`config.mk`:
```
export PLATFORM = sky130hd
export DESIGN_NAME = rename_status_table
export DESIGN_NICKNAME = d
export VERILOG_FILES = /design/src/rtl/rename_status_table_pkg.sv /design/src/rtl/rename_status_table_src_lookup.sv /design/src/rtl/rename_status_table.sv
export SDC_FILE = /design/constraint.sdc
export NUM_CORES = 1
export LEC_CHECK = 0
export CORE_ASPECT_RATIO = 0.8
export CORE_UTILIZATION = 45
export DETAILED_ROUTE_END_ITERATION = 16
export DONT_BUFFER_PORTS = 1
export GPL_ROUTABILITY_DRIVEN = 0
export SYNTH_ARGS = -nofsm -noshare
export SYNTH_HDL_FRONTEND = slang
export SYNTH_HIERARCHICAL = 1
export SYNTH_SLANG_ARGS = --single-unit
```
`constraint.sdc`:
```
create_clock -name clk -period 8.7 [get_ports clk]
set_clock_uncertainty 0.2 [all_clocks]
set_input_delay 0.87 -clock clk [delete_from_list [all_inputs] [get_ports clk]]
set_output_delay 0.87 -clock clk [all_outputs]
set_load 0.05 [all_outputs]
```
`src/rtl/rename_status_table_pkg.sv`:
```
// rename_status_table_pkg
//   Shared constants and types for the rename status table.
//   NREG      : architectural register count (r0 hardwired zero)
//   REG_W     : architectural register index width
//   TAG_W     : ROB tag width
//   ROB_DEPTH : ROB entry count (2**TAG_W)
//   status_entry_t : per-register {busy, tag} mapping
package rename_status_table_pkg;

    localparam int unsigned NREG      = 32;
    localparam int unsigned REG_W     = 5;
    localparam int unsigned TAG_W     = 5;
    localparam int unsigned ROB_DEPTH = 1 << TAG_W;

    typedef logic [TAG_W-1:0] tag_t;
    typedef logic [REG_W-1:0] reg_idx_t;

    typedef struct packed {
        logic busy;
        tag_t tag;
    } status_entry_t;

    // Next ROB tag; wraps modulo ROB_DEPTH through the TAG_W-bit result.
    function automatic tag_t tag_inc(input tag_t t);
        return t + tag_t'(1);
    endfunction

endpackage

```
`src/rtl/rename_status_table_src_lookup.sv`:
```
// rst_src_lookup
//   Combinational lookup of one dispatch source register.
//   Ports:
//     table_q : current status table (all registers)
//     src     : source register index
//     wr_en0  : slot 0 writes a destination this cycle
//     dest0   : slot 0 destination register
//     disp_p  : ROB dispatch pointer (slot 0 tag)
//     busy    : source value pending in ROB
//     tag     : ROB tag to read or wait on (0 when not busy)
//   BYPASS enables the intra-group forward from slot 0, used by slot 1 sources.
module rst_src_lookup
    import rename_status_table_pkg::*;
#(
    parameter bit BYPASS = 1'b0
) (
    input  status_entry_t [NREG-1:0] table_q,
    input  logic [REG_W-1:0]         src,
    input  logic                     wr_en0,
    input  logic [REG_W-1:0]         dest0,
    input  logic [TAG_W-1:0]         disp_p,
    output logic                     busy,
    output logic [TAG_W-1:0]         tag
);

    always_comb begin
        busy = 1'b0;
        tag  = '0;
        if (src != '0) begin
            // Forward is unconditional on stall/one_instr; dispatch discards
            // slot 1 results in those cycles.
            if (BYPASS && wr_en0 && (dest0 != '0) && (src == dest0)) begin
                busy = 1'b1;
                tag  = disp_p;
            end else if (table_q[src].busy) begin
                busy = 1'b1;
                tag  = table_q[src].tag;
            end
        end
    end

endmodule

```
`src/rtl/rename_status_table.sv`:
```
// rename_status_table
//   Dual-dispatch register status table feeding the 32-entry ROB. Tracks, per
//   architectural register, whether a producer is in flight and its ROB tag.
//   Ports:
//     clk, rst                     : clock, async active-high reset
//     stall, one_instr             : dispatch blocked / only slot 0 dispatches
//     disp_p                       : ROB dispatch pointer (slot 1 uses disp_p+1)
//     wr_en0/1, dest0/1            : slot destination writes
//     src0a/0b/1a/1b               : slot source registers
//     commit, commit2, commit_p    : ROB commits at commit_p / commit_p+1
//     commit_addr, commit_addr2    : destinations of the committing entries
//     flush                        : clear all mappings
//     busy*/tag*                   : per-source pending flag and ROB tag
module rename_status_table
    import rename_status_table_pkg::*;
(
    input  logic             clk,
    input  logic             rst,
    input  logic             stall,
    input  logic             one_instr,
    input  logic [TAG_W-1:0] disp_p,
    input  logic             wr_en0,
    input  logic             wr_en1,
    input  logic [REG_W-1:0] dest0,
    input  logic [REG_W-1:0] dest1,
    input  logic [REG_W-1:0] src0a,
    input  logic [REG_W-1:0] src0b,
    input  logic [REG_W-1:0] src1a,
    input  logic [REG_W-1:0] src1b,
    input  logic             commit,
    input  logic             commit2,
    input  logic [TAG_W-1:0] commit_p,
    input  logic [REG_W-1:0] commit_addr,
    input  logic [REG_W-1:0] commit_addr2,
    input  logic             flush,
    output logic             busy0a,
    output logic             busy0b,
    output logic             busy1a,
    output logic             busy1b,
    output logic [TAG_W-1:0] tag0a,
    output logic [TAG_W-1:0] tag0b,
    output logic [TAG_W-1:0] tag1a,
    output logic [TAG_W-1:0] tag1b
);

    status_entry_t [NREG-1:0] table_q;
    status_entry_t [NREG-1:0] table_d;

    logic       disp0_wr;
    logic       disp1_wr;
    tag_t       disp_p1;
    tag_t       commit_p1;

    assign disp0_wr  = !stall && wr_en0 && (dest0 != '0);
    assign disp1_wr  = !stall && !one_instr && wr_en1 && (dest1 != '0);
    assign disp_p1   = tag_inc(disp_p);
    assign commit_p1 = tag_inc(commit_p);

    // Later statements win: commit < slot 0 < slot 1 < flush.
    // A commit only retires a mapping whose stored tag still names it;
    // otherwise a younger producer owns the register.
    always_comb begin
        table_d = table_q;
        for (int unsigned i = 1; i < NREG; i++) begin
            if (commit && (commit_addr == REG_W'(i)) && (table_q[i].tag == commit_p))
                table_d[i].busy = 1'b0;
            if (commit2 && (commit_addr2 == REG_W'(i)) && (table_q[i].tag == commit_p1))
                table_d[i].busy = 1'b0;
            if (disp0_wr && (dest0 == REG_W'(i)))
                table_d[i] = '{busy: 1'b1, tag: disp_p};
            if (disp1_wr && (dest1 == REG_W'(i)))
                table_d[i] = '{busy: 1'b1, tag: disp_p1};
        end
        if (flush)
            table_d = '0;
    end

    always_ff @(posedge clk or posedge rst) begin
        if (rst)
            table_q <= '0;
        else
            table_q <= table_d;
    end

    rst_src_lookup #(.BYPASS(1'b0)) u_lookup_0a (
        .table_q (table_q), .src(src0a), .wr_en0(wr_en0), .dest0(dest0),
        .disp_p  (disp_p),  .busy(busy0a), .tag(tag0a)
    );

    rst_src_lookup #(.BYPASS(1'b0)) u_lookup_0b (
        .table_q (table_q), .src(src0b), .wr_en0(wr_en0), .dest0(dest0),
        .disp_p  (disp_p),  .busy(busy0b), .tag(tag0b)
    );

    rst_src_lookup #(.BYPASS(1'b1)) u_lookup_1a (
        .table_q (table_q), .src(src1a), .wr_en0(wr_en0), .dest0(dest0),
        .disp_p  (disp_p),  .busy(busy1a), .tag(tag1a)
    );

    rst_src_lookup #(.BYPASS(1'b1)) u_lookup_1b (
        .table_q (table_q), .src(src1b), .wr_en0(wr_en0), .dest0(dest0),
        .disp_p  (disp_p),  .busy(busy1b), .tag(tag1b)
    );

endmodule

```
* Word-level counts from Yosys, hierarchy flattened
Cells that the tools add are included.
Word-level totals: bits in registers 186, input bits 59, output and inout port bits 24, logic and storage cells 673
Operators by class: add/subtract/negate cells 2, magnitude comparators 4, equality and inequality tests 188, multiplexer cells 153, reduce and logical (&&, ||, !) cells 264
Operator list (count):
- 6-bit two-way mux | 66
- 5-bit == test | 64
- 5-bit == test, second input constant | 64
- 1-bit logical AND | 194
- 192-bit two-way mux | 1
- 5-bit nonzero test | 37
- 5-bit by 4-bit == test with 1-bit output, second input constant | 32
- 6-bit binary-select mux with 5-bit select | 4
- 3-bit nonzero test | 31
- 5-bit by 3-bit == test with 1-bit output, second input constant | 16
- 1-bit two-way mux | 72
- 5-bit two-way mux | 10
- 5-bit by 2-bit == test with 1-bit output, second input constant | 8
- 5-bit by 6-bit less-than comparator with 1-bit output, second input constant | 4
- 5-bit by 1-bit == test with 1-bit output, second input constant | 4
- 5-bit by 1-bit adder with 5-bit output, second input constant | 2
- 1-bit zero test | 2

* Logic depth before layout (Yosys ltp)
depth after elaboration 8, gate-level depth with buffers 9, depth with buffers taken out 6

* Modules after synthesis
The synthesis kept the hierarchy.
By module, submodules not included:
- rename_status_table | instances 1, cells an instance 1550, area each 13804.5 sq um, seq. area each 4654.5 sq um
- rst_src_lookup at u_lookup_1a ... | instances 2, cells an instance 185, area each 1849.3 sq um, seq. area each 0.0 sq um
- rst_src_lookup at u_lookup_0a ... | instances 2, cells an instance 133, area each 1600.3 sq um, seq. area each 0.0 sq um

* Worst setup path before layout
No wires, ideal clock.
kind input to output, start point input src1a[1], end point output tag1a[0], data arrival time 3.090 ns, data required time 7.630 ns, path slack 4.540 ns, cell stages on the path 7, path buffers 2, cells stage by stage buf_4 > buf_2 > and2_1 > a221o_1 > o21ai_1 > a31oi_1 > o31ai_1
On the way: word-level cells in the longest chain between the ends 5, elaborated cells on any way between the ends 8, those cells by class eq/ne (1); mux (5); reduce/logical (2)
Ends and longest elaborated chain:
- from (decl) | line rename_status_table.sv:28 | input logic [REG_W-1:0] src1a,
- 6-bit binary-select mux with 5-bit select | line rename_status_table_src_lookup.sv:35, rename_status_table_src_lookup.sv:37
- 6-bit two-way mux (implied by the code) | line rename_status_table_src_lookup.sv:37 | tag = table_q[src].tag;
- 5-bit two-way mux | line rename_status_table_src_lookup.sv:35 | end else if (table_q[src].busy) begin
- 5-bit two-way mux | line rename_status_table_src_lookup.sv:32 | if (BYPASS && wr_en0 && (dest0 != '0) && (src == dest0)) begin
- 5-bit two-way mux (*) | line rename_status_table_src_lookup.sv:29 | if (src != '0) begin
- to (decl) | line rename_status_table.sv:42 | output logic [TAG_W-1:0] tag1a,
Mark *: on every way between the ends. The rest lies on a longest branch, timed or not. The select of a mux whose other input is x is not followed.

* Worst setup path after layout
start point register, netlist name table_q[77], end point output tag0a[3]
On the way: word-level cells in the longest chain between the ends 4
Ends and longest elaborated chain:
- 6-bit binary-select mux with 5-bit select | line rename_status_table_src_lookup.sv:35
- 6-bit two-way mux (implied by the code) | line rename_status_table_src_lookup.sv:35
- 5-bit two-way mux | line rename_status_table_src_lookup.sv:35
- 5-bit two-way mux | line rename_status_table_src_lookup.sv:29
- to (decl) | line rename_status_table.sv:40 | output logic [TAG_W-1:0] tag0a,
Every way passes these cells. The select of a mux whose other input is x is not followed.

==> results_dict.tcl <==
set metrics [dict create \
    status "finished, final reports clean" \
    synth_cell_types 83 \
    rsz0062_at_grt "false" \
    postRouteAntennaNets 0 \
    top_register "table_q" \
    hp-class "input pin to async pin" \
    grt_max_degree 159 \
    syn_avg_cell_area_um2 9.47 \
    dp_hpwl_um 66700 \
    setup_violations 0 \
    async_flop_share 1.00 \
    finalCritPeriodShare 0.489 \
    ys_seq_elements 186 \
    largestRegisters "table_q: 186 flops" \
    initial_core_util 0.461 \
    synth_adder_area_share 0.00121 \
    p_leak_nw 7.91 \
    grt_overflow 0 \
    diodes 0 \
    drc 0 \
    synth_compound_area_frac 0.154 \
    fp-row-count 69 \
    viasPerCell 7.63 \
    drive_above_1_share 0.124 \
    dp_cells 2639 \
    cts_buffer_depth 2 \
    max_stage_delay_ns 0.77 \
    netlist_area_um2 20700 \
    cts.clk_slew.worst_paths_ns 0.08 \
    crit_slowest_cell "o211ai_2" \
    cts_tree "done" \
    pin_count 83 \
    worst_slack_ns 4.44 \
    power.density_nw_per_um2 102 \
    drv_slew 0 \
    start_kind "flop" \
    ctsHoldBuffers 0 \
    hold_viol_final 0 \
    arrival_ns 3.19 \
    maxCapViolCount 0 \
    port_buffers 0 \
    period_needed_ns 4.26 \
    stdcell_count 2671 \
    synthFlopType "dfrtp_1" \
    setup.worst_path.end_class "output pin" \
    fin_tns_setup_ns 0 \
    htreeDepth 4 \
    die_y_um 194 \
    synth_top_family_by_area "multiplexers" \
    final_net_count 2116 \
    post_cts_buffers 0 \
    drtIter0Drc 3784 \
    clock-root-buffer "clkbuf_16" \
    wire_per_inst_um 35.3 \
    place_ws_ns 4.62 \
    core_area_um2 44900 \
    slew_headroom 0.108 \
    rrSetupSlack_ns 6.41 \
    rr_worst_depth 5 \
    final_core_util 0.475 \
    synth_mux_area_frac 0.245 \
    cp_max_fo 6 \
    irDropWorstVdd_mv 0.168 \
    synth_xor_area_frac 0.139 \
    finalWirelength_um 94300 \
    clock.fmax_ghz 0.235 \
    dr.pass1.iters 9 \
    cts_inserted_buffers 17 \
    synth-simple-area-share 0.182 \
    post_cts_resized 0 \
    antenna_found_initial 3 \
    netlist_top_cells_area "dfrtp_1 22%, mux4_2 14%, xnor2_1 8.0%" \
    ys_seq_area_frac 0.225 \
    die_x_um 242 \
    num-fill-cells 4210 \
    first_global_vias 18500 \
    via_count 20400 \
    clock_latency_ns 0.49 \
    die-area_um2 46900 \
    r2r_start "table_q[80]$_DFFE_PP0P_" \
    largest_reg_flops 186 \
    synth_largest_area_cell "dfrtp_1" \
    track_usage 0.396 \
    worstPathCellList "mux4_2, mux2i_1, a221o_1, o211ai_2, and3_1" \
    yosysWarningCount 6 \
    cp.required_ns 7.63 \
    worstMarginPinSlew_ns 1.32 \
    synth_edf_count 0 \
    syn_to_final_growth_pct 2.93 \
    cts_sinks 186 \
    syn_inst 2186 \
    path_class "flop to output pin" \
    synth_top_area_share 0.225 \
    grt_pass1_wl_um 135000 \
    timing.rr.end "table_q[83]$_DFFE_PP0P_" \
]
-- critical path, delay by kind of cell (launching register included) --
| kind | cells | cell delay, ns |
|---|---|---|
| flip-flops | 1 | 0.58 |
| multiplexers | 2 | 0.40 |
| AO/OA/AOI/OAI | 2 | 1.08 |
| AND/OR/NAND/NOR | 1 | 0.62 |
-- logic make-up (layout without fill, tap and decap cells) --
kind of cell | count (synthesis) | count (layout)
AOI/OAI and AO/OA | 455 | 455
xor gates and xnor gates | 323 | 323
adders and majority gates | 2 | 2
buffers and inverters | 204 | 63
DFF | 186 | 186
muxes | 316 | 316
other | 1 | 24
and+or+nand+nor | 699 | 699
-- layout make-up --
cell class                 instances  area (um2)  area share
timing repair buffer              18         135     0.00634
tap                              603         754      0.0354
inverter                          13        56.3     0.00264
sequential                       186        4650       0.218
clock buffer                      18         429      0.0201
clock inverter                    14         178     0.00834
multi-input combinational       1819       15100       0.709
-- Yosys cell counts (8+ instances only) --
library cell,n
a22oi_1,55
clkbuf_1,89
mux4_1,18
o211ai_1,9
nor2b_1,29
nor4_1,41
a21oi_1,68
mux4_2,126
nand2_1,124
nand3_1,65
and3_1,19
nand2b_1,36
mux2_2,30
and2_1,13
xnor2_1,188
nor2_1,171
o221ai_1,10
inv_1,12
o22ai_1,30
or2_2,8
xor2_1,131
buf_6,17
a311oi_1,15
mux2i_1,142
nand4_1,54
or4_1,12
nor3_2,9
dfrtp_1,186
a211oi_1,71
nand3b_1,37
buf_4,21
buf_2,56
nor3_1,32
a31oi_1,31
a221o_1,12
o31ai_1,12
o21ai_1,10
o2bb2ai_1,40
o21ai_0,55
-- stage by stage --
stage	hold slack, ns	total power [W]	cell area [um2]
after global placement	0.416	0.00131	20700
after CTS	0.118	0.00216	21300
after detailed placement	0.438	0.00132	20700
after global routing	0.126	0.00222	21300
after floorplan	0.330	0.00131	20800
final	0.0944	0.00218	21300
-- cells in the final DEF (no fill, tap or decap), types with 41 or more instances in the layout --
cell type	count
a211oi_1	71
a21oi_1	68
a22oi_1	55
dfrtp_1	186
mux2i_1	142
mux4_2	126
nand2_1	124
nand3_1	65
nand4_1	54
nor2_1	171
nor4_1	41
o21ai_0	55
xnor2_1	188
xor2_1	131
-- worst max-delay path by stage --
stage / cells past startpoint / from / endpoint
final: 5 / table_q[77]$_DFFE_PP0P_ / tag0a[3]
after global routing: 5 / table_q[59]$_DFFE_PP0P_ / tag0a[2]
after CTS: 5 / table_q[53]$_DFFE_PP0P_ / tag0a[2]
after detailed placement: 5 / src0a[0] / tag0a[2]
after global placement: 5 / src0a[0] / tag0a[3]
after floorplan: 1 / rst / table_q[100]$_DFFE_PP0P_
-- power by group --
part | total [W] | internal, W | switching, W
logic | 0.000429 | 0.000171 | 0.000258
registers | 0.000892 | 0.000870 | 0.0000227
clock network | 0.000855 | 0.000414 | 0.000440
-- metal layers --
layer  wire (um)  GRT usage
met1       35300      0.535
met5         138     0.0152
met2       36100      0.525
met4        4970      0.157
met3       17700      0.205
(Power assumes the default switching activity.)
